`src/rtl/fifo_read.sv`:
```
// Frame reader: pulls data_len bytes from a standard (non-FWFT) FIFO, checks them
// against a fixed index pattern, captures the part number and counts mismatches.
module fifo_read #(
  parameter int unsigned MAX_LEN = 128
) (
  input  logic        clk,
  input  logic        rst,
  input  logic        fifo_empty,
  input  logic [7:0]  fifo_rxd,
  output logic        fifo_rxen,
  input  logic        fs,
  output logic        fd,
  input  logic [11:0] data_len,
  output logic [15:0] part,
  output logic        err,
  output logic [7:0]  err_cnt,
  output logic [7:0]  so
);

  typedef enum logic [7:0] {
    IDLE = 8'b0000_0001,
    PREP = 8'b0000_0010,
    WORK = 8'b0000_0100,
    LAST = 8'b0000_1000
  } state_t;

  localparam logic [11:0] MAX_LEN_W = 12'(MAX_LEN);

  state_t      state_q, state_d;
  logic [11:0] len_q, len_d;
  logic [11:0] rd_num_q, rd_num_d;
  logic [11:0] chk_num_q, chk_num_d;
  logic        rd_vld_q, rd_vld_d;
  logic [15:0] part_q, part_d;
  logic        err_q, err_d;
  logic [7:0]  err_cnt_q, err_cnt_d;
  logic [11:0] len_clip;
  logic        mismatch;

  always_comb begin
    state_d   = state_q;
    len_d     = len_q;
    rd_num_d  = rd_num_q;
    chk_num_d = chk_num_q;
    part_d    = part_q;
    err_d     = err_q;
    err_cnt_d = err_cnt_q;
    mismatch  = 1'b0;
    len_clip  = (data_len > MAX_LEN_W) ? MAX_LEN_W : data_len;

    // Combinational so a read can never be issued in a cycle the FIFO is empty.
    fifo_rxen = (state_q == WORK) && !fifo_empty && fs && (rd_num_q < len_q);
    rd_vld_d  = fifo_rxen;

    case (state_q)
      IDLE: begin
        if (fs) state_d = PREP;
      end
      PREP: begin
        len_d     = len_clip;
        rd_num_d  = '0;
        chk_num_d = '0;
        err_d     = 1'b0;
        err_cnt_d = '0;
        state_d   = (len_clip == 12'd0) ? LAST : WORK;
      end
      WORK: begin
        // Abort wins: the byte still in flight is dropped unchecked.
        if (!fs) begin
          state_d = IDLE;
        end else begin
          if (fifo_rxen) rd_num_d = rd_num_q + 12'd1;
          if (rd_vld_q) begin
            case (chk_num_q)
              12'd0:   mismatch = (fifo_rxd != 8'h66);
              12'd1:   mismatch = (fifo_rxd != 8'hBB);
              12'd2:   part_d[15:8] = fifo_rxd;
              12'd3:   part_d[7:0]  = fifo_rxd;
              default: mismatch = (fifo_rxd != chk_num_q[7:0]);
            endcase
            chk_num_d = chk_num_q + 12'd1;
          end
          if (mismatch) begin
            err_d = 1'b1;
            if (err_cnt_q != 8'hFF) err_cnt_d = err_cnt_q + 8'd1;
          end
          if ((chk_num_q == len_q) && !rd_vld_q) state_d = LAST;
        end
      end
      LAST: begin
        if (!fs) state_d = IDLE;
      end
      default: state_d = IDLE;
    endcase
  end

  always_ff @(posedge clk or posedge rst) begin
    if (rst) begin
      state_q   <= IDLE;
      len_q     <= '0;
      rd_num_q  <= '0;
      chk_num_q <= '0;
      rd_vld_q  <= 1'b0;
      part_q    <= '0;
      err_q     <= 1'b0;
      err_cnt_q <= '0;
    end else begin
      state_q   <= state_d;
      len_q     <= len_d;
      rd_num_q  <= rd_num_d;
      chk_num_q <= chk_num_d;
      rd_vld_q  <= rd_vld_d;
      part_q    <= part_d;
      err_q     <= err_d;
      err_cnt_q <= err_cnt_d;
    end
  end

  assign fd      = (state_q == LAST);
  assign part    = part_q;
  assign err     = err_q;
  assign err_cnt = err_cnt_q;
  assign so      = chk_num_q[7:0];

endmodule

```
`config.mk`:
```
export PLATFORM = sky130hd
export DESIGN_NAME = fifo_read
export DESIGN_NICKNAME = d
export VERILOG_FILES = /design/src/rtl/fifo_read.sv
export SDC_FILE = /design/constraint.sdc
export NUM_CORES = 1
export LEC_CHECK = 0
export BUFFER_PORTS_ARGS = -buffer_cell sky130_fd_sc_hd__buf_4
export CAP_MARGIN = 20
export CORE_MARGIN = 4
export CORE_UTILIZATION = 55
export CTS_CLUSTER_DIAMETER = 100
export DETAILED_ROUTE_END_ITERATION = 8
export GPL_ROUTABILITY_DRIVEN = 0
export GPL_TIMING_DRIVEN = 0
export PLACE_DENSITY = 0.78
export REMOVE_ABC_BUFFERS = 1
export SYNTH_ARGS = -nofsm -noshare
export SYNTH_HDL_FRONTEND = slang
export SYNTH_SLANG_ARGS = --single-unit
```
`constraint.sdc`:
```
create_clock -name clk -period 4.5 [get_ports clk]
set_input_delay 0.675 -clock clk [delete_from_list [all_inputs] [get_ports clk]]
set_output_delay 0.675 -clock clk [all_outputs]
set_load 0.05 [all_outputs]
```
-- After elaboration in Yosys (flattened, before gate mapping)
Index checks and enable logic that the tools add are counted.
W data, S select, Z words.
- bits in registers: 70
- input bits: 24
- output and inout port bits: 35
- word-level logic and storage cells: 75
- $add $sub $neg: 3
- $lt $le $gt $ge: 2
- equal/unequal tests: 20
- multiplexer cells: 24
- reductions and logical operators: 17
- operators with widths (cell ; number):
    $mux W12 ; 5
    $mux W8 ; 7
    $pmux W12 S2 ; 2
    $pmux W8 S4 ; 1
    $add A12 B1 Y12 const B ; 2
    $eq A12 B2 Y1 const B ; 2
    $logic_not A12 Y1 ; 2
    $ne A8 B8 Y1 const B ; 2
    $pmux W8 S2 ; 1
    $eq A12 B1 Y1 const B ; 1
    $eq A12 B12 Y1 ; 1
    $gt A12 B8 Y1 const B ; 1
    $lt A12 B12 Y1 ; 1
    $reduce_and A3 Y1 ; 4
    $reduce_and A4 Y1 ; 3
    $ne A2 B2 Y1 const B ; 5
    $add A8 B1 Y8 const B ; 1
    $eq A8 B1 Y1 const B ; 1
    $eq A8 B2 Y1 const B ; 1
    $eq A8 B3 Y1 const B ; 1
    $eq A8 B4 Y1 const B ; 1
    $ne A8 B7 Y1 const B ; 1
    $ne A8 B8 Y1 ; 1
    $mux W1 ; 5
    9 further kinds ; 14

-- Depth between registers and ports, before layout
- depth in word-level cells: 9
- mapped depth: 10
- gate-level depth less buffers: 9

-- Worst setup path after synthesis
No wires, ideal clock.
- path type: register to output
- from: reg len_q[5]
- to: out fifo_rxen
- arrival time: 1917 ps
- data required time: 3825 ps
- path slack: 1908 ps
- cell stages (with the launch flop): 8
- buffers on the path: 0
- path through: dfrtp_1 -> inv_1 -> ha_1 -> a21o_1 -> a21o_1 -> a221oi_1 -> o21ai_1 -> clkinv_1
- longest elaborated chain between the ends: 2
- ends and longest elaborated chain (element ; RTL line ; source):
    from (decl) ; 30 ; logic [11:0] len_q, len_d;
    from (signal assigned) ; 109 ; len_q <= len_d;
    $lt A12 B12 Y1 ; 52 ; fifo_rxen = (state_q == WORK) && !fifo_empty && fs && (rd_num_q < len_q);
    $logic_and A1 B1 Y1 ; 52 ;
    to (decl) ; 10 ; output logic fifo_rxen,
Every way passes these cells.

-- Worst setup path in the final report
- from: reg state_q[3]
- to: out fifo_rxen
- longest elaborated chain between the ends: 4
- ends and longest elaborated chain (element ; RTL line ; source):
    from (decl) ; 29 ; state_t state_q, state_d;
    from (signal assigned) ; 108 ; state_q <= state_d;
    $eq A8 B3 Y1 ; 52 ;
    $logic_and A1 B1 Y1 (3 in series) ; 52 ;
Every way passes these cells.

==> impl_metrics.sql <==
INSERT INTO impl_metrics (metric_group, metric, value, unit) VALUES
('cts', 'cts_setup_buffers', '0', ''),
('layout', 'fin_cells', '548', ''),
('synth', 'synth_enable_flop_cells', '0', ''),
('setup_path', 'timing.critical_path.buf_inv', '2', ''),
('cts', 'ctsLongestPathBuffers', '2', ''),
('status', 'run_status', 'completed', ''),
('synth', 'yosys.cell_types.count', '56', ''),
('setup_path', 'worst_setup_path_start_kind', 'flip-flop', ''),
('place', 'dpl.hpwl', '6230', 'um'),
('power_and_ir_drop', 'pwr_density_cell', '457', 'nW/um^2'),
('floorplanning', 'floorplan.die_area', '8410', 'um^2'),
('sta', 'min_period_over_period', '75.2', '%'),
('setup_path', 'critPathLaunch', 'state_q[3]', ''),
('synth', 'post-synth-top-area-cell', 'sky130_fd_sc_hd__dfrtp_1', ''),
('power_and_ir_drop', 'maximum_vdd_ir_drop', '0.333', 'mV'),
('layout', 'finalCoreUtilization', '67.7', '%'),
('synth', 'synth_seq_area_share', '42.9', '%'),
('route', 'route.detailed.vias_per_inst', '5.74', ''),
('sta', 'totalNegativeSetupSlack', '0', 'ns'),
('cts', 'worstSkewPairLatency', '0.35', 'ns'),
('global_route', 'grt_max_degree', '41', ''),
('place', 'dp_slack', '1.52', 'ns'),
('setup_path', 'worst-path-max-fanout', '9', ''),
('sta', 'fin_ws', '1.11', 'ns'),
('setup_path', 'end_kind', 'output pin', ''),
('floorplanning', 'std_cell_rows', '30', ''),
('layout', 'area_delta_synth_final', '19.3', '%'),
('cts', 'clock_sinks', '66', ''),
('sta', 'setup_violations', '0', ''),
('place', 'quantity_of_i_o_buffers_inserted_on_ports', '58', ''),
('sta', 'rsz0062_at_grt', 'no', ''),
('sta', 'tightestPinTransition', '0.759', 'ns'),
('synth', 'postSynth.asyncResetShare', '100', '%'),
('setup_path', 'origin_of_the_critical_flop_to_flop_path', 'state_q[3]', ''),
('global_route', 'grt_pass1_vias', '2962', ''),
('layout', 'drive_above_1_share', '22.3', '%'),
('setup_path', 'cpMaxStageDelayCell', 'sky130_fd_sc_hd__nor4b_4', ''),
('sta', 'report.final.slew_viol_count', '0', ''),
('floorplanning', 'boundaryPins', '59', ''),
('floorplanning', 'floorplan.initialDensity', '56.7', '%'),
('floorplanning', 'die_width', '91.7', 'um'),
('floorplanning', 'die-height', '91.7', 'um'),
('global_route', 'number_of_antenna_violations_at_the_first_check_in_global_routing', '0', ''),
('global_route', 'grt_first_pass_wirelength', '14400', 'um'),
('route', 'total_number_of_vias', '3146', ''),
('setup_path', 'cp_cell_sequence', 'nor4b_4 > nand2_1 > nor4_2 > o21ai_1 > clkinv_1 > buf_4', ''),
('cts', 'cts_made_buffers', '9', ''),
('synth', 'synthesis.yosys.warnings', '0', ''),
('synth', 'post_synth_instance_area', '3850', 'um^2'),
('run', 'drv_cap', '0', ''),
('sta', 'slew-limit-headroom', '49.4', '%'),
('route', 'routed_wirelength', '8560', 'um'),
('sta', 'worst_clock_skew', '0.0113', 'ns'),
('route', 'drt_pre_antenna_iters', '4', ''),
('synth', 'synth.top_cells.by_area', 'sky130_fd_sc_hd__dfrtp_1, sky130_fd_sc_hd__ha_1, sky130_fd_sc_hd__xor2_1, sky130_fd_sc_hd__mux2_2, sky130_fd_sc_hd__nor2_1', ''),
('cts', 'htree_levels', '3', ''),
('synth', 'syn-instance-count', '399', ''),
('synth', 'flop_and_latch_count_out_of_synthesis', '66', ''),
('synth', 'syn_avg_cell_area', '9.66', 'um^2'),
('layout', 'layout_common_cells', 'sky130_fd_sc_hd__dfrtp_1, sky130_fd_sc_hd__buf_4, sky130_fd_sc_hd__nor2_1', ''),
('sta', 'highest_clock_rate', '295', 'MHz'),
('global_route', 'grt_overflow', '0', ''),
('synth', 'synth_top_cell_area_share', '42.2', '%'),
('setup_path', 'max_stage_delay', '0.57', 'ns'),
('setup_path', 'worst-endpoint-required', '3.83', 'ns'),
('sta', 'final-hold-violation-count', '0', ''),
('route', 'post_drt_wl_per_cell', '15.6', 'um'),
('layout', 'antennaDiodeCount', '0', ''),
('place', 'detailed_place.area', '4320', 'um^2'),
('layout', 'leading_cell_type_in_the_layout_fill_and_taps_excluded', 'sky130_fd_sc_hd__dfrtp_1', ''),
('power_and_ir_drop', 'leakagePower', '2.32', 'nW');
-- sequential cells by signal, indices dropped and copies added (netlist names) --
register   count
chk_num_q     12
err            1
err_cnt        8
len_q         12
part          16
rd_num_q      12
rd_vld_q       1
state_q        4
-- per-layer routing --
layer  vias up  GRT usage [%]  share of wire, %
li1       1512              -                 -
met1      1527           27.9                45
met2        96           33.7                48
met3        11           5.41               5.6
met4         0           6.68               1.4
met5         -              0                 0
-- through the flow --
| stage | total power [mW] | hold WS, ns |
|---|---|---|
| 2_1_floorplan | 1.22 | 0.494 |
| 3_5_place_dp | 1.43 | 0.494 |
| 5_1_grt | 2.22 | 0.415 |
| 4_1_cts | 2.11 | 0.392 |
| 3_3_place_gp | 1.39 | 0.486 |
| 6_report | 2.10 | 0.385 |
-- final timing paths --
kind                                    end  slack [ns]  cells after the start
worst min register to register          err        0.51                      1
worst max register to register  rd_num_q[9]        1.71                      6
worst max-delay path              fifo_rxen        1.11                      6
min in group clk                        err        0.51                      1
max in group asynchronous          len_q[9]        3.48                      3
worst min-delay path                part[1]        0.39                      2
-- area by class of cell --
cell class / count / area [um^2]
Fill cell: 523 / 2200
Timing Repair Buffer: 60 / 483
Clock inverter: 6 / 136
Clock buffer: 10 / 138
Sequential cell: 66 / 1650
Inverter: 23 / 86.3
Tap cell: 96 / 120
Multi-Input combinational cell: 287 / 1980
-- cell families after synthesis --
| group | synth area share (%) |
|---|---|
| buffers and inverters | 5.68 |
| xor gates and xnor gates | 5.68 |
| adders and majority gates | 5.52 |
| muxes | 6.79 |
| DFF | 42.9 |
| AOI/OAI and AO/OA | 12.6 |
| and+or+nand+nor | 20.8 |
-- worst reg2reg max path, stage by stage, from the launching register on --
cell and delay (ns):
sky130_fd_sc_hd__dfrtp_1 0.46, sky130_fd_sc_hd__nor4b_4 0.57, sky130_fd_sc_hd__nand2_1 0.25, sky130_fd_sc_hd__nor4_2 0.50
sky130_fd_sc_hd__o211ai_1 0.37, sky130_fd_sc_hd__or3_1 0.40, sky130_fd_sc_hd__a21oi_1 0.15
-- cell usage after synthesis (7+ instances only) --
library cell               count
sky130_fd_sc_hd__mux2_2       17
sky130_fd_sc_hd__inv_1        22
sky130_fd_sc_hd__and3_1       17
sky130_fd_sc_hd__a21oi_1      17
sky130_fd_sc_hd__xor2_1       22
sky130_fd_sc_hd__clkbuf_1      8
sky130_fd_sc_hd__buf_4         9
sky130_fd_sc_hd__dfrtp_1      65
sky130_fd_sc_hd__ha_1         17
sky130_fd_sc_hd__nand2_1      31
sky130_fd_sc_hd__nand3_1      13
sky130_fd_sc_hd__nor2_1       32
sky130_fd_sc_hd__mux2i_1       7
sky130_fd_sc_hd__o21ai_0      23
sky130_fd_sc_hd__or3_1         9
-- where the power goes --
group          switching, mW  internal, mW
combinational          0.397         0.244
sequential             0.102         0.678
clock                  0.240         0.441
total                  0.739          1.36
No activity file was read; power rests on OpenSTA's default activity.
